`src/rtl/mem_access_unit.sv`:
```
// mem_access_unit: memory-side stage between the multi-cycle control unit and
// an ack-based word memory. Issues bus transactions, stalls control until they
// complete, holds IR/MDR, and does lane steering, extension and alignment checks.
`timescale 1ns/1ps
module mem_access_unit #(
  parameter int unsigned TIMEOUT = 15
) (
  input  logic        clk,
  input  logic        rst_n,
  input  logic        mem_rd,
  input  logic        mem_wr,
  input  logic        ior_d,
  input  logic        ir_wr,
  input  logic [31:0] pc,
  input  logic [31:0] alu_addr,
  input  logic [31:0] store_data,
  output logic        stall,
  output logic [31:0] ir,
  output logic [31:0] mdr,
  output logic        addr_err,
  output logic        bus_err,
  output logic        bus_req,
  output logic        bus_we,
  output logic [31:0] bus_addr,
  output logic [3:0]  bus_be,
  output logic [31:0] bus_wdata,
  input  logic [31:0] bus_rdata,
  input  logic        bus_ack
);

  localparam logic [1:0] S_IDLE = 2'd0;
  localparam logic [1:0] S_BUSY = 2'd1;
  localparam logic [1:0] S_DONE = 2'd2;

  localparam logic [1:0] SZ_B = 2'd0;
  localparam logic [1:0] SZ_H = 2'd1;
  localparam logic [1:0] SZ_W = 2'd2;

  localparam logic [7:0] TO_LAST = 8'(TIMEOUT - 1);

  logic [1:0]  state_q, state_d;
  logic        bus_req_q, bus_req_d;
  logic        bus_we_q, bus_we_d;
  logic [31:0] bus_addr_q, bus_addr_d;
  logic [3:0]  bus_be_q, bus_be_d;
  logic [31:0] bus_wdata_q, bus_wdata_d;
  logic        bus_err_q, bus_err_d;
  logic [31:0] ir_q, ir_d;
  logic [31:0] mdr_q, mdr_d;
  logic [7:0]  cnt_q, cnt_d;
  // Attributes of the in-flight access, needed when the read data returns.
  logic [1:0]  acc_sz_q, acc_sz_d;
  logic        acc_sext_q, acc_sext_d;
  logic [1:0]  acc_lo_q, acc_lo_d;
  logic        acc_fetch_q, acc_fetch_d;
  logic        acc_irwr_q, acc_irwr_d;

  logic [31:0] addr;
  logic [1:0]  sz;
  logic        sext;
  logic        req;
  logic        aligned;
  logic [3:0]  wr_be;
  logic [31:0] wr_data;
  logic [31:0] load_ext;

  // Decode access size/sign from the current opcode and check alignment.
  always_comb begin
    sz   = SZ_W;
    sext = 1'b0;
    addr = ior_d ? alu_addr : pc;
    req  = mem_rd | mem_wr;
    if (ior_d) begin
      case (ir_q[31:26])
        6'd32:   begin sz = SZ_B; sext = 1'b1; end
        6'd36:   sz = SZ_B;
        6'd33:   begin sz = SZ_H; sext = 1'b1; end
        6'd37:   sz = SZ_H;
        6'd40:   sz = SZ_B;
        6'd41:   sz = SZ_H;
        default: sz = SZ_W;
      endcase
    end
    case (sz)
      SZ_B:    aligned = 1'b1;
      SZ_H:    aligned = ~addr[0];
      default: aligned = (addr[1:0] == 2'b00);
    endcase
  end

  // Store lane steering: replicate the low byte/half and enable the target lanes.
  always_comb begin
    wr_be   = 4'b1111;
    wr_data = store_data;
    case (sz)
      SZ_B: begin
        wr_be   = 4'b0001 << addr[1:0];
        wr_data = {4{store_data[7:0]}};
      end
      SZ_H: begin
        wr_be   = addr[1] ? 4'b1100 : 4'b0011;
        wr_data = {2{store_data[15:0]}};
      end
      default: begin
        wr_be   = 4'b1111;
        wr_data = store_data;
      end
    endcase
  end

  // Load extraction: select lane from the latched low address bits, then extend.
  always_comb begin
    load_ext = bus_rdata;
    case (acc_sz_q)
      SZ_B: begin
        case (acc_lo_q)
          2'd0:    load_ext = {{24{acc_sext_q & bus_rdata[7]}},  bus_rdata[7:0]};
          2'd1:    load_ext = {{24{acc_sext_q & bus_rdata[15]}}, bus_rdata[15:8]};
          2'd2:    load_ext = {{24{acc_sext_q & bus_rdata[23]}}, bus_rdata[23:16]};
          default: load_ext = {{24{acc_sext_q & bus_rdata[31]}}, bus_rdata[31:24]};
        endcase
      end
      SZ_H: begin
        if (acc_lo_q[1]) load_ext = {{16{acc_sext_q & bus_rdata[31]}}, bus_rdata[31:16]};
        else             load_ext = {{16{acc_sext_q & bus_rdata[15]}}, bus_rdata[15:0]};
      end
      default: load_ext = bus_rdata;
    endcase
  end

  // Transaction FSM: launch, wait for ack or timeout, then one DONE cycle.
  always_comb begin
    state_d     = state_q;
    bus_req_d   = bus_req_q;
    bus_we_d    = bus_we_q;
    bus_addr_d  = bus_addr_q;
    bus_be_d    = bus_be_q;
    bus_wdata_d = bus_wdata_q;
    bus_err_d   = 1'b0;
    ir_d        = ir_q;
    mdr_d       = mdr_q;
    cnt_d       = cnt_q;
    acc_sz_d    = acc_sz_q;
    acc_sext_d  = acc_sext_q;
    acc_lo_d    = acc_lo_q;
    acc_fetch_d = acc_fetch_q;
    acc_irwr_d  = acc_irwr_q;
    case (state_q)
      S_IDLE: begin
        if (req && aligned) begin
          state_d     = S_BUSY;
          bus_req_d   = 1'b1;
          bus_we_d    = mem_wr;
          bus_addr_d  = {addr[31:2], 2'b00};
          bus_be_d    = mem_wr ? wr_be : 4'b1111;
          bus_wdata_d = mem_wr ? wr_data : '0;
          cnt_d       = '0;
          acc_sz_d    = sz;
          acc_sext_d  = sext;
          acc_lo_d    = addr[1:0];
          acc_fetch_d = ~ior_d;
          acc_irwr_d  = ir_wr;
        end
      end
      S_BUSY: begin
        if (bus_ack) begin
          state_d   = S_DONE;
          bus_req_d = 1'b0;
          bus_we_d  = 1'b0;
          if (!bus_we_q) begin
            if (acc_fetch_q) begin
              if (acc_irwr_q) ir_d = bus_rdata;
            end else begin
              mdr_d = load_ext;
            end
          end
        end else if (cnt_q == TO_LAST) begin
          state_d   = S_DONE;
          bus_req_d = 1'b0;
          bus_we_d  = 1'b0;
          bus_err_d = 1'b1;
        end else begin
          cnt_d = cnt_q + 8'd1;
        end
      end
      S_DONE:  state_d = S_IDLE;
      default: state_d = S_IDLE;
    endcase
  end

  // State registers; reset abandons any in-flight transaction immediately.
  always_ff @(posedge clk or negedge rst_n) begin
    if (!rst_n) begin
      state_q     <= S_IDLE;
      bus_req_q   <= 1'b0;
      bus_we_q    <= 1'b0;
      bus_addr_q  <= '0;
      bus_be_q    <= '0;
      bus_wdata_q <= '0;
      bus_err_q   <= 1'b0;
      ir_q        <= '0;
      mdr_q       <= '0;
      cnt_q       <= '0;
      acc_sz_q    <= SZ_W;
      acc_sext_q  <= 1'b0;
      acc_lo_q    <= '0;
      acc_fetch_q <= 1'b0;
      acc_irwr_q  <= 1'b0;
    end else begin
      state_q     <= state_d;
      bus_req_q   <= bus_req_d;
      bus_we_q    <= bus_we_d;
      bus_addr_q  <= bus_addr_d;
      bus_be_q    <= bus_be_d;
      bus_wdata_q <= bus_wdata_d;
      bus_err_q   <= bus_err_d;
      ir_q        <= ir_d;
      mdr_q       <= mdr_d;
      cnt_q       <= cnt_d;
      acc_sz_q    <= acc_sz_d;
      acc_sext_q  <= acc_sext_d;
      acc_lo_q    <= acc_lo_d;
      acc_fetch_q <= acc_fetch_d;
      acc_irwr_q  <= acc_irwr_d;
    end
  end

  // IDLE stall/addr_err are combinational; both forced low while in reset.
  always_comb begin
    stall    = rst_n & (((state_q == S_IDLE) & req & aligned) | (state_q == S_BUSY));
    addr_err = rst_n & (state_q == S_IDLE) & req & ~aligned;
  end

  assign ir        = ir_q;
  assign mdr       = mdr_q;
  assign bus_err   = bus_err_q;
  assign bus_req   = bus_req_q;
  assign bus_we    = bus_we_q;
  assign bus_addr  = bus_addr_q;
  assign bus_be    = bus_be_q;
  assign bus_wdata = bus_wdata_q;

endmodule

```
`config.mk`:
```
export PLATFORM = sky130hd
export DESIGN_NAME = mem_access_unit
export DESIGN_NICKNAME = d
export VERILOG_FILES = /design/src/rtl/mem_access_unit.sv
export SDC_FILE = /design/constraint.sdc
export NUM_CORES = 1
export LEC_CHECK = 0
export CAP_MARGIN = 20
export CORE_MARGIN = 2
export CORE_UTILIZATION = 44
export CTS_CLUSTER_DIAMETER = 40
export DETAILED_ROUTE_END_ITERATION = 10
export HOLD_SLACK_MARGIN = 0.12
export PLACE_DENSITY = 0.8
export SLEW_MARGIN = 10
export SYNTH_ARGS = -nofsm -noshare
export SYNTH_HDL_FRONTEND = slang
export SYNTH_SLANG_ARGS = --single-unit
```
`constraint.sdc`:
```
create_clock -name clk -period 3.3 [get_ports clk]
set_input_delay 0.825 -clock clk [delete_from_list [all_inputs] [get_ports clk]]
set_output_delay 0.825 -clock clk [all_outputs]
set_load 0.01 [all_outputs]
```
==> results of run 1 <==
[per-stage QoR]
step           utilization  hold WS [ns]  cells
2_1_floorplan            -         0.481    676
3_3_place_gp         0.634         0.462   1127
3_5_place_dp         0.634         0.468   1127
4_1_cts              0.674         0.495   1157
5_1_grt              0.674         0.524   1157
6_report             0.674         0.465   1157
[synthesized netlist by cell type (2+ instances only)]
| cell type | count |
|---|---|
| and3b_1 | 3 |
| nor3_1 | 3 |
| inv_1 | 11 |
| o31a_1 | 2 |
| nand3_1 | 38 |
| buf_2 | 10 |
| o21bai_1 | 2 |
| nand2b_1 | 2 |
| nor2b_1 | 4 |
| nor2_1 | 21 |
| a211o_1 | 2 |
| nand2_1 | 43 |
| ha_1 | 2 |
| mux2i_1 | 49 |
| dfrtp_1 | 149 |
| clkbuf_1 | 36 |
| nand4_1 | 2 |
| nand4b_1 | 2 |
| nor4_1 | 3 |
| o31ai_1 | 9 |
| buf_4 | 4 |
| o211ai_1 | 2 |
| a221oi_1 | 8 |
| clkbuf_2 | 4 |
| a21oi_1 | 18 |
| a21o_1 | 3 |
| mux2_2 | 37 |
| xnor2_1 | 4 |
| o21ai_0 | 141 |
| o21a_1 | 2 |
| a31oi_1 | 6 |
| o21ai_1 | 2 |
| a2bb2oi_1 | 16 |
| or3_1 | 16 |
[worst max-delay path, stage by stage]
cell and delay [ns]:
clkdlybuf4s50_1 0.45, mux2i_2 0.26, a32oi_4 0.09, o21a_1 0.21, nor2b_1 0.10, dlygate4sd2_1 0.27
[cell type report]
| cell class | count | area (sq um) | area share |
|---|---|---|---|
| clock inverters | 8 | 146 | 0.0138 |
| repair buffers | 291 | 2900 | 0.272 |
| multi-input cells | 459 | 3050 | 0.287 |
| well taps | 216 | 270 | 0.0254 |
| flip-flops and latches | 150 | 3750 | 0.353 |
| inverters | 11 | 41.3 | 0.00389 |
| clock buffers | 22 | 474 | 0.0446 |
[power groups by stage]
stage               clock network (mW)  logic [mW]  registers, mW
detailed placement                   0        4.01           3.24
global route                      2.16        4.36           3.34
finish                            2.06        4.00           3.23
global placement                     0        3.94           3.22
floorplan                            0        1.47           3.46
CTS                               2.09        4.03           3.23
[path summary, 6_finish.rpt]
check | start | endpoint
min in group clk | mdr[6] | mdr[6]
max reg2reg | ir[28] | bus_addr[10]
max | pc[0] | stall
min | rst_n | bus_wdata[4]
max in group asynchronous | rst_n | ir[26]
min reg2reg | mdr[6] | mdr[6]
[layout by cell type, fill, tap and decap left out, drive strengths merged, types with 3 or more instances in the layout]
cell,Yosys,final
and3b,3,3
xnor2,4,4
mux2,37,37
nor2b,4,4
or3,16,16
a21o,3,3
a21oi,18,18
o31ai,9,9
a221oi,8,8
clkdlybuf4s50,0,264
dfrtp,149,149
nand3,38,38
nand2,43,43
o21ai,143,143
a31oi,6,6
nor2,21,21
mux2i,50,50
a2bb2oi,16,16
bufinv,0,4
nor3,3,3
clkbuf,40,22
inv,11,12
buf,16,24
nor4,3,3
[layer usage]
layer | GRT usage | vias to the layer above
li1 | - | 2949
met1 | 0.319 | 3128
met2 | 0.426 | 277
met3 | 0.0814 | 43
met4 | 0.105 | 0
met5 | 0 | -
[timing repair]
item	CTS	global route
endpoints found under the setup margin	1	1
buffers inserted	0	0
endpoints found under the hold margin	0	0
cloned	0	0
resized for setup	2	2
[sequential cells by signal, indices dropped and copies added, names as in the netlist]
| signal | cells |
|---|---|
| ir | 32 |
| bus_be | 4 |
| acc_fetch_q | 1 |
| bus_we | 1 |
| bus_wdata | 32 |
| acc_lo_q | 2 |
| acc_sz_q | 2 |
| bus_err | 1 |
| mdr | 32 |
| state_q | 2 |
| bus_req | 1 |
| acc_sext_q | 1 |
| cnt_q | 8 |
| acc_irwr_q | 1 |
| bus_addr | 30 |
[kinds of logic after synthesis]
group | share of synthesized area
flops | 0.532
simple gates | 0.105
fa+ha+maj | 0.00354
mux | 0.132
buf+inv | 0.0413
compound gates | 0.182
other cells | 0.000531
xor+xnor | 0.00496
==> impl_results.md, run 1 <==
- Status: complete, no violations
- Met3 wire len: 1960 um
- Type of the worst setup path: in -> out
- Die ar.: 17100 sq um
- Clock-pin slew on the worst setup and hold paths: 0.06 ns
- Die Y: 131 um
- Gr usage total: 0.259
- Avg Cell Area, Syn: 10.5 sq um
- Detailed Place HPWL: 15600 um
- Total power: 9.28 mW
- R2r worst-path depth: 6
- Power per cell area: 874 nW/um^2
- Reg2reg setup slack: 0.78 ns
- Pint: 6.14 mW
- Hold crit path type: in -> async
- TritonCTS clock tree: built
- Register area share after synthesis: 0.532
- Worst Path Max Fanout: 3
- Final nets: 1067
- Initial antenna violation count: 0
- Total number of vias: 6397
- Final Cycle Share: 0.921
- Crit path arrival time: 2.21 ns
- YS warnings: 0
- Net Switching: 3.15 mW
- Placeable Area: 15800 sq um
- Syn-to-layout area delta: 50.4%
- DRT met1 WL: 8540 um
- Combinational Power Share: 0.431
- Top cell type's share of synthesized area: 0.528
- FF+latch count, synth: 150
- Initial Utilization: 0.448
- Layout cells sized above 1: 0.103
- Met2 wire len: 10700 um
- Measured slew at the worst slew-check pin: 0.906 ns
- Endpoints failing setup: 0
- Post-Syn Area: 7060 sq um
- Static leakage power: 4.51 nW
- RSZ-0062 raised after global routing: no
- Vias/cell: 5.53
- Main area contributors after synthesis: dfrtp_1 53%, o21ai_0 10%, mux2i_1 6.9%
- CTS H-tree depth: 4
- PortBufs: 269
- Clk sink count: 150
- Most area-hungry cell type in the Yosys netlist: dfrtp_1
- Row Count: 46
- Sequential share of power: 0.348
- Die W: 131 um
- Final Cell Area: 10600 sq um
- Critical Path Sink Type: output pin
- Max cap viols: 0
- First-pass GRT wire length: 34100 um
- Final Skew: 0.00599 ns
- Number of hold buffers added after cts: 0
- CP Launch Type: input pin
- Post-route setup slack: 0.262 ns
- Clock power frac: 0.221
- Main flop type after synthesis: dfrtp_1
- Cells after Synth: 675
- Pre-CTS setup slack: -0.0838 ns
- Asr flop ratio synth: 1.00
- Post-synth EDFFs: 0
- # diodes: 0
- Clock Tree Buf Depth: 2
- Worst IR Drop VDD: 0.405 mV
- Drt first pass iters: 5
- I/O Pins: 272
- Clk_lat worst skew: 0.42 ns
- Filler cells: 1251
- DP Area: 10000 sq um
- Post-synth cell types: 53
- Max-slew headroom: 0.396
- Final Max Slew Viols: 0
- CTS Buf Count: 17
- Final min period: 3.04 ns
- Required @ worst endpoint: 2.47 ns
- Top routing layer in use: met4
- Switching Share: 0.339
- Vias in the first global route: 6422
- Starting DRT DRC Count: 459
- GRT Residual Overflow: 0
- Fin. Hold Viols: 0
- Largest net degree at the start of global routing: 151
- Routability Congestion: 0.858
- Maximum clock rate: 0.329 GHz
- Clock root buffer: clkbuf_16
- Antenna violation net count after detailed routing: 0
- DR WL/cell: 18.9 um
- DR DRC count: 0
- Setup_tns: 0 ns
- DRT Wirelength: 21900 um
Power figures use the tool's default switching activity.
==> inputs of run 2 (changes only) <==
--- a/config.mk
+++ b/config.mk
@@ -5,7 +5,6 @@
 export SDC_FILE = /design/constraint.sdc
 export NUM_CORES = 1
 export LEC_CHECK = 0
-export CAP_MARGIN = 20
 export CORE_MARGIN = 2
 export CORE_UTILIZATION = 44
 export CTS_CLUSTER_DIAMETER = 40
==> results of run 2 <==
Same layout as run 1: the final DEF is identical, and so are final timing and power.
